$ cat config.mk
export PLATFORM = sky130hd
export DESIGN_NAME = multicycle_control_unit
export DESIGN_NICKNAME = d
export VERILOG_FILES = /design/src/rtl/multicycle_control_unit.sv
export SDC_FILE = /design/constraint.sdc
export NUM_CORES = 1
export LEC_CHECK = 0
export BUFFER_PORTS_ARGS = -buffer_cell sky130_fd_sc_hd__buf_4
export CELL_PAD_IN_SITES_DETAIL_PLACEMENT = 1
export CELL_PAD_IN_SITES_GLOBAL_PLACEMENT = 2
export CORE_ASPECT_RATIO = 0.75
export CORE_MARGIN = 3
export CORE_UTILIZATION = 22
export DETAILED_ROUTE_END_ITERATION = 6
export PLACE_DENSITY_LB_ADDON = 0.1
export SYNTH_ARGS = -nofsm -noshare
export SYNTH_HDL_FRONTEND = slang
export SYNTH_SLANG_ARGS = --single-unit
export TNS_END_PERCENT = 20
$ cat constraint.sdc
create_clock -name clk -period 3.3 [get_ports clk]
set_clock_uncertainty 0.1 [all_clocks]
set_input_delay 0.165 -clock clk [delete_from_list [all_inputs] [get_ports clk]]
set_output_delay 0.165 -clock clk [all_outputs]
set_load 0.05 [all_outputs]
$ cat src/rtl/multicycle_control_unit.sv
`default_nettype none
// ============================================================================
//  Module   : multicycle_control_unit
//  Purpose  : Multi-cycle control sequencer for the 16-bit, 4-bit-opcode CPU.
//             Steps each instruction through FETCH/DECODE/EXEC/MEM/WB and
//             drives PC/IR strobes, RegFile/memory enables and datapath
//             selects. Supports variable-latency MUL, memory ready handshake
//             with optional timeout, and a resumable HALT.
//  Revision : 1.0  initial release
// ============================================================================
module multicycle_control_unit #(
    parameter int INST_W      = 16,
    parameter int ALUOP_W     = 4,
    parameter int MUL_LAT     = 2,
    parameter int MEM_TIMEOUT = 0
) (
    input  logic               clk,
    input  logic               rst,
    input  logic [INST_W-1:0]  inst,
    input  logic               n,
    input  logic               z,
    input  logic               p,
    input  logic               mem_ready,
    input  logic               resume,
    output logic               ir_we,
    output logic               pc_we,
    output logic               pc_sel,
    output logic               alu_src2_sel,
    output logic               write_data_sel,
    output logic               reg_we,
    output logic               mem_re,
    output logic               mem_we,
    output logic               ext_sel,
    output logic [ALUOP_W-1:0] alu_op,
    output logic               halted,
    output logic               err,
    output logic [2:0]         state
);

    // State encodings are visible on the debug port, so they are fixed values.
    localparam logic [2:0] c_ST_FETCH  = 3'd0;
    localparam logic [2:0] c_ST_DECODE = 3'd1;
    localparam logic [2:0] c_ST_EXEC   = 3'd2;
    localparam logic [2:0] c_ST_MEM    = 3'd3;
    localparam logic [2:0] c_ST_WB     = 3'd4;
    localparam logic [2:0] c_ST_HALT   = 3'd5;

    localparam logic [3:0] c_OP_MUL  = 4'b0110;
    localparam logic [3:0] c_OP_ST   = 4'b1001;
    localparam logic [3:0] c_OP_LD   = 4'b1010;
    localparam logic [3:0] c_OP_BRZ  = 4'b1011;
    localparam logic [3:0] c_OP_BRN  = 4'b1100;
    localparam logic [3:0] c_OP_BRP  = 4'b1101;
    localparam logic [3:0] c_OP_JMP  = 4'b1110;
    localparam logic [3:0] c_OP_HALT = 4'b1111;

    // One shared counter serves both the MUL latency and the MEM timeout;
    // it only ever needs to reach max(MUL_LAT, MEM_TIMEOUT) - 1.
    localparam int c_CNT_MAX = (MUL_LAT > MEM_TIMEOUT) ? MUL_LAT : MEM_TIMEOUT;
    localparam int c_CNT_W   = (c_CNT_MAX > 1) ? $clog2(c_CNT_MAX) : 1;
    localparam bit c_TO_EN   = (MEM_TIMEOUT > 0);

    localparam logic [c_CNT_W-1:0] c_MUL_LAST = c_CNT_W'(MUL_LAT - 1);
    localparam logic [c_CNT_W-1:0] c_MEM_LAST = c_CNT_W'(c_TO_EN ? MEM_TIMEOUT - 1 : 0);
    localparam logic [c_CNT_W-1:0] c_CNT_ONE  = c_CNT_W'(1);

    logic [2:0]         r_state;
    logic [c_CNT_W-1:0] r_cnt;
    logic               r_err;

    logic [2:0]         w_state_nxt;
    logic [c_CNT_W-1:0] w_cnt_nxt;
    logic               w_err_nxt;

    logic w_ir_we, w_pc_we, w_pc_sel, w_reg_we, w_mem_re, w_mem_we, w_halted;
    logic w_src2, w_wds, w_ext;
    logic [3:0] w_alu;

    logic [3:0] w_opcode;
    logic       w_imm;
    logic       w_is_st;
    logic       w_is_mem;
    logic       w_unused_ok;

    assign w_opcode    = inst[INST_W-1 -: 4];
    assign w_imm       = inst[5];
    assign w_is_st     = (w_opcode == c_OP_ST);
    assign w_is_mem    = (w_opcode == c_OP_ST) || (w_opcode == c_OP_LD);
    assign w_unused_ok = ^{inst[INST_W-5:6], inst[4:0]};

    // State, counter and sticky error registers with synchronous reset.
    always_ff @(posedge clk) begin
        if (rst) begin
            r_state <= c_ST_FETCH;
            r_cnt   <= '0;
            r_err   <= 1'b0;
        end else begin
            r_state <= w_state_nxt;
            r_cnt   <= w_cnt_nxt;
            r_err   <= w_err_nxt;
        end
    end

    // Sequencing: next state, counter, error flag and control strobes.
    always_comb begin
        w_state_nxt = c_ST_FETCH;
        w_cnt_nxt   = '0;
        w_err_nxt   = r_err;
        w_ir_we     = 1'b0;
        w_pc_we     = 1'b0;
        w_pc_sel    = 1'b0;
        w_reg_we    = 1'b0;
        w_mem_re    = 1'b0;
        w_mem_we    = 1'b0;
        w_halted    = 1'b0;
        case (r_state)
            c_ST_FETCH: begin
                w_ir_we     = 1'b1;
                w_state_nxt = c_ST_DECODE;
            end
            c_ST_DECODE: begin
                case (w_opcode)
                    c_OP_HALT: w_state_nxt = c_ST_HALT;
                    c_OP_BRZ: begin
                        w_pc_we  = 1'b1;
                        w_pc_sel = z;
                    end
                    c_OP_BRN: begin
                        w_pc_we  = 1'b1;
                        w_pc_sel = n;
                    end
                    c_OP_BRP: begin
                        w_pc_we  = 1'b1;
                        w_pc_sel = p;
                    end
                    c_OP_JMP: begin
                        w_pc_we  = 1'b1;
                        w_pc_sel = 1'b1;
                    end
                    default: w_state_nxt = c_ST_EXEC;
                endcase
            end
            c_ST_EXEC: begin
                if ((w_opcode == c_OP_MUL) && (r_cnt != c_MUL_LAST)) begin
                    w_state_nxt = c_ST_EXEC;
                    w_cnt_nxt   = r_cnt + c_CNT_ONE;
                end else if (w_is_mem) begin
                    w_state_nxt = c_ST_MEM;
                end else begin
                    w_state_nxt = c_ST_WB;
                end
            end
            c_ST_MEM: begin
                w_mem_we = w_is_st;
                w_mem_re = ~w_is_st;
                // A ready arriving on the final timeout cycle still completes.
                if (mem_ready) begin
                    if (w_is_st) begin
                        w_pc_we     = 1'b1;
                        w_state_nxt = c_ST_FETCH;
                    end else begin
                        w_state_nxt = c_ST_WB;
                    end
                end else if (c_TO_EN && (r_cnt == c_MEM_LAST)) begin
                    w_state_nxt = c_ST_HALT;
                    w_err_nxt   = 1'b1;
                end else begin
                    w_state_nxt = c_ST_MEM;
                    w_cnt_nxt   = c_TO_EN ? (r_cnt + c_CNT_ONE) : '0;
                end
            end
            c_ST_WB: begin
                w_reg_we = 1'b1;
                w_pc_we  = 1'b1;
            end
            c_ST_HALT: begin
                w_halted = 1'b1;
                if (resume) begin
                    w_pc_we   = 1'b1;
                    w_err_nxt = 1'b0;
                end else begin
                    w_state_nxt = c_ST_HALT;
                end
            end
            default: w_state_nxt = c_ST_FETCH;
        endcase
    end

    // Datapath decode, held for the whole instruction after FETCH.
    always_comb begin
        w_alu  = 4'b0000;
        w_src2 = 1'b0;
        w_wds  = 1'b0;
        w_ext  = 1'b0;
        if ((r_state == c_ST_DECODE) || (r_state == c_ST_EXEC) ||
            (r_state == c_ST_MEM) || (r_state == c_ST_WB)) begin
            case (w_opcode)
                4'b0000, 4'b0010, 4'b0011, 4'b0100, 4'b0101, 4'b0110: begin
                    w_alu  = w_opcode;
                    w_src2 = w_imm;
                    w_ext  = w_imm;
                end
                4'b0001, 4'b0111, 4'b1000: w_alu = w_opcode;
                c_OP_ST: begin
                    w_src2 = 1'b1;
                    w_ext  = 1'b1;
                end
                c_OP_LD: begin
                    w_src2 = 1'b1;
                    w_ext  = 1'b1;
                    w_wds  = 1'b1;
                end
                default: w_ext = 1'b1;
            endcase
        end
    end

    // Every output is forced low while reset is held so no partial write escapes.
    assign ir_we          = w_ir_we  & ~rst;
    assign pc_we          = w_pc_we  & ~rst;
    assign pc_sel         = w_pc_sel & ~rst;
    assign reg_we         = w_reg_we & ~rst;
    assign mem_re         = w_mem_re & ~rst;
    assign mem_we         = w_mem_we & ~rst;
    assign halted         = w_halted & ~rst;
    assign alu_src2_sel   = w_src2   & ~rst;
    assign write_data_sel = w_wds    & ~rst;
    assign ext_sel        = w_ext    & ~rst;
    assign err            = r_err    & ~rst;
    assign alu_op         = rst ? '0 : ALUOP_W'(w_alu);
    assign state          = rst ? 3'd0 : r_state;

endmodule
`default_nettype wire

==> qor.yml <==
status: "finished, final reports clean"
clk_pin_slew_ns: 0.03
overflow: 0
max_freq_mhz: 491.1
diodes: 0
synth_compound_area_share_pct: 25.44
rsz0062_at_grt: "false"
arrival_ns: 1.77
layout-drive-gt1-share_pct: 36.61
drt-initial-drc-count: 26
ys_seq_elements: 4
crit_type: "flip-flop to output pin"
die-area_sq_um: 3596
finalCoreUtilization_pct: 32.56
cp_max_fo: 9
initial_core_util_pct: 23.83
leakage_nw: 0.3679
cap_violations: 0
cts_tree: "yes"
syn_inst: 90
yosysMostFrequentCell: "a21oi_1"
worstSkewPairLatency_ns: 0.21
grt_pass1_vias: 725
hold_path_depth: 3
pwr-share-clk_pct: 33.7
antenna_found_initial: 0
crit_slowest_cell: "dfxtp_1"
synthMuxAreaShare_pct: 1.761
area_delta_synth_final_pct: 36.60
syn_area_per_cell_sq_um: 7.104
setup_viol_count_final: 0
ys_async_sr_fraction_pct: 0
htreeDepth: 1
postCtsHoldBufs: 0
yosys.area_share.adder_pct: 0
min_from: "rst"
yosysUniqueCellTypes: 38
r2r_cells: 3
viasPerCell: 4.777
die_h_um: 52.69
drc_errors: 0
seq_area_frac_synth_pct: 12.52
regToRegSetupSlack_ns: 1.79
pin_count: 41
grt_max_degree: 17
synthSimpleGateAreaFrac_pct: 43.44
endpoint_kind: "output pin"
fin_nets: 137
hpwl_um: 1563
hold_viol_final: 0
wl_um: 2072
whs_endpoint: "r_state[2]"
clockRootBuffer: "clkbuf_8"
wl_per_cell_um: 14.00
yosys.area.top_type: "dfxtp_1"
grt_pass1_wl_um: 3484
hp-class: "primary input to flip-flop"
final_max_slew_viol_count: 0
swShare_pct: 39.88
finalCritPeriodShare_pct: 61.70
routabilityCongestion: 0.7724
peakVddDrop_mv: 0.1264
cts_resized: 0
cts_setup_buffers: 0
cp_cell_sequence: "nand2b_1 > a211oi_2 > nor4b_1 > buf_4"
comb_power_share_pct: 45.0
p_seq_share_pct: 21.3
fin_crit_ns: 2.036
yosys-top-cells-count: "a21oi_1 (9), nor3_1 (8), nand2_1 (7), nor2_1 (6), o21ai_0 (5)"
start_kind: "flip-flop"
io_buffer_count: 28
p_int_uw: 179.4
timing.rr.end: "r_state[0]"
core_area_sq_um: 2683
p_sw_uw: 119.0
synth_xor_area_share_pct: 4.110
synth.area.top_cells: "dfxtp_1 (13%), a21oi_1 (7.0%), nor3_1 (6.3%)"
die_x_um: 68.25
synth_area_sq_um: 639.4
synth_edf_count: 0
vias: 707
setup_tns_ns: 0
clockBufferDepth: 2
rows: 16
synth_top_area_share_pct: 12.52
fillers: 334
antenna_left: 0
cp.required_ns: 3.03
grt_util_all_layers_pct: 12.76
max_stage_delay_ns: 0.51
place_area_sq_um: 832.0
numClockSinks: 4
r2r-start: "r_state[1]"
dr.pass1.iters: 4
stdcell_area_sq_um: 873.3
syn-num-nets: 113
power_density_nw_per_um2: 341.7
synth_flop_cell: "dfxtp_1"
cts_made_buffers: 3
synth_top_family_by_area: "simple AND/OR/NAND/NOR gates"
yosysWarnings: 0
==> final cells by class <==
| class | instances | area [sq um] | share of cell area, % |
|---|---|---|---|
| multi-input cells | 73 | 481.7 | 55.16 |
| well taps | 36 | 45.04 | 5.158 |
| inverters | 4 | 15.01 | 1.719 |
| flip-flops and latches | 4 | 80.08 | 9.169 |
| clock buffers | 3 | 41.29 | 4.728 |
| repair buffers | 28 | 210.2 | 24.07 |
==> power by group through the flow <==
stage	clock network, mW	registers, mW	logic [mW]
final	0.101	0.0635	0.134
after floorplan	0	0.0543	0.109
after CTS	0.104	0.0637	0.136
after global routing	0.110	0.0651	0.147
after detailed placement	0	0.0644	0.135
after global placement	0	0.0636	0.134
==> worst max path at each step <==
stage / start / endpoint / slack (ns) / cells after the start
global placement: r_state[0] / pc_sel / 1.50 / 4
finish: r_state[0] / pc_sel / 1.26 / 4
global route: r_state[0] / pc_sel / 1.11 / 4
floorplan: r_state[1] / pc_sel / 0.55 / 4
CTS: r_state[0] / pc_sel / 1.22 / 4
detailed placement: r_state[0] / pc_sel / 1.47 / 4
==> cell families after synthesis <==
family,count (synthesis)
AND/OR/NAND/NOR,46
AO/OA/AOI/OAI,22
buffers and inverters,13
flip-flops,4
XOR/XNOR,3
multiplexers,1
other,1
==> state kept, by name, indices dropped and copies added (netlist names) <==
| register | cells |
|---|---|
| r_state | 3 |
| r_cnt | 1 |
==> worst max-delay path, delay by kind of cell, from the launching register on <==
family                 cells  cell delay, ns
AOI/OAI and AO/OA          1            0.26
DFF                        1            0.51
and+or+nand+nor            2            0.53
buffers and inverters      1            0.26
==> cells in the final DEF (no fill, tap or decap), types with 2 or more instances in the layout <==
master,n
nor2_1,6
nor4b_1,2
nand2_1,7
nor3_1,8
nor3b_1,3
inv_1,4
buf_4,28
dfxtp_1,4
xnor2_1,2
nand3b_1,2
nand2b_1,3
nor2b_1,4
nand4_1,2
o21ai_0,5
clkbuf_8,3
a21oi_1,9
==> routing by layer <==
layer / share of wire, % / global-route usage [%]
met1: 55 / 19.63
met3: 2.8 / 2.575
met2: 42 / 18.40
met4: 0 / 0.9901
met5: 0 / 0
==> per-stage QoR <==
stage	power [mW]	cells	hold WS, ns	worst slack, ns
after detailed placement	0.1996	145	0.3800	1.470
after global routing	0.3219	148	0.1741	1.115
final	0.2984	148	0.1608	1.264
after floorplan	0.1632	90	0.2199	0.5495
after CTS	0.3031	148	0.1557	1.224
after global placement	0.1980	145	0.3932	1.501
Note: power is estimated with default switching activity, not from simulation.
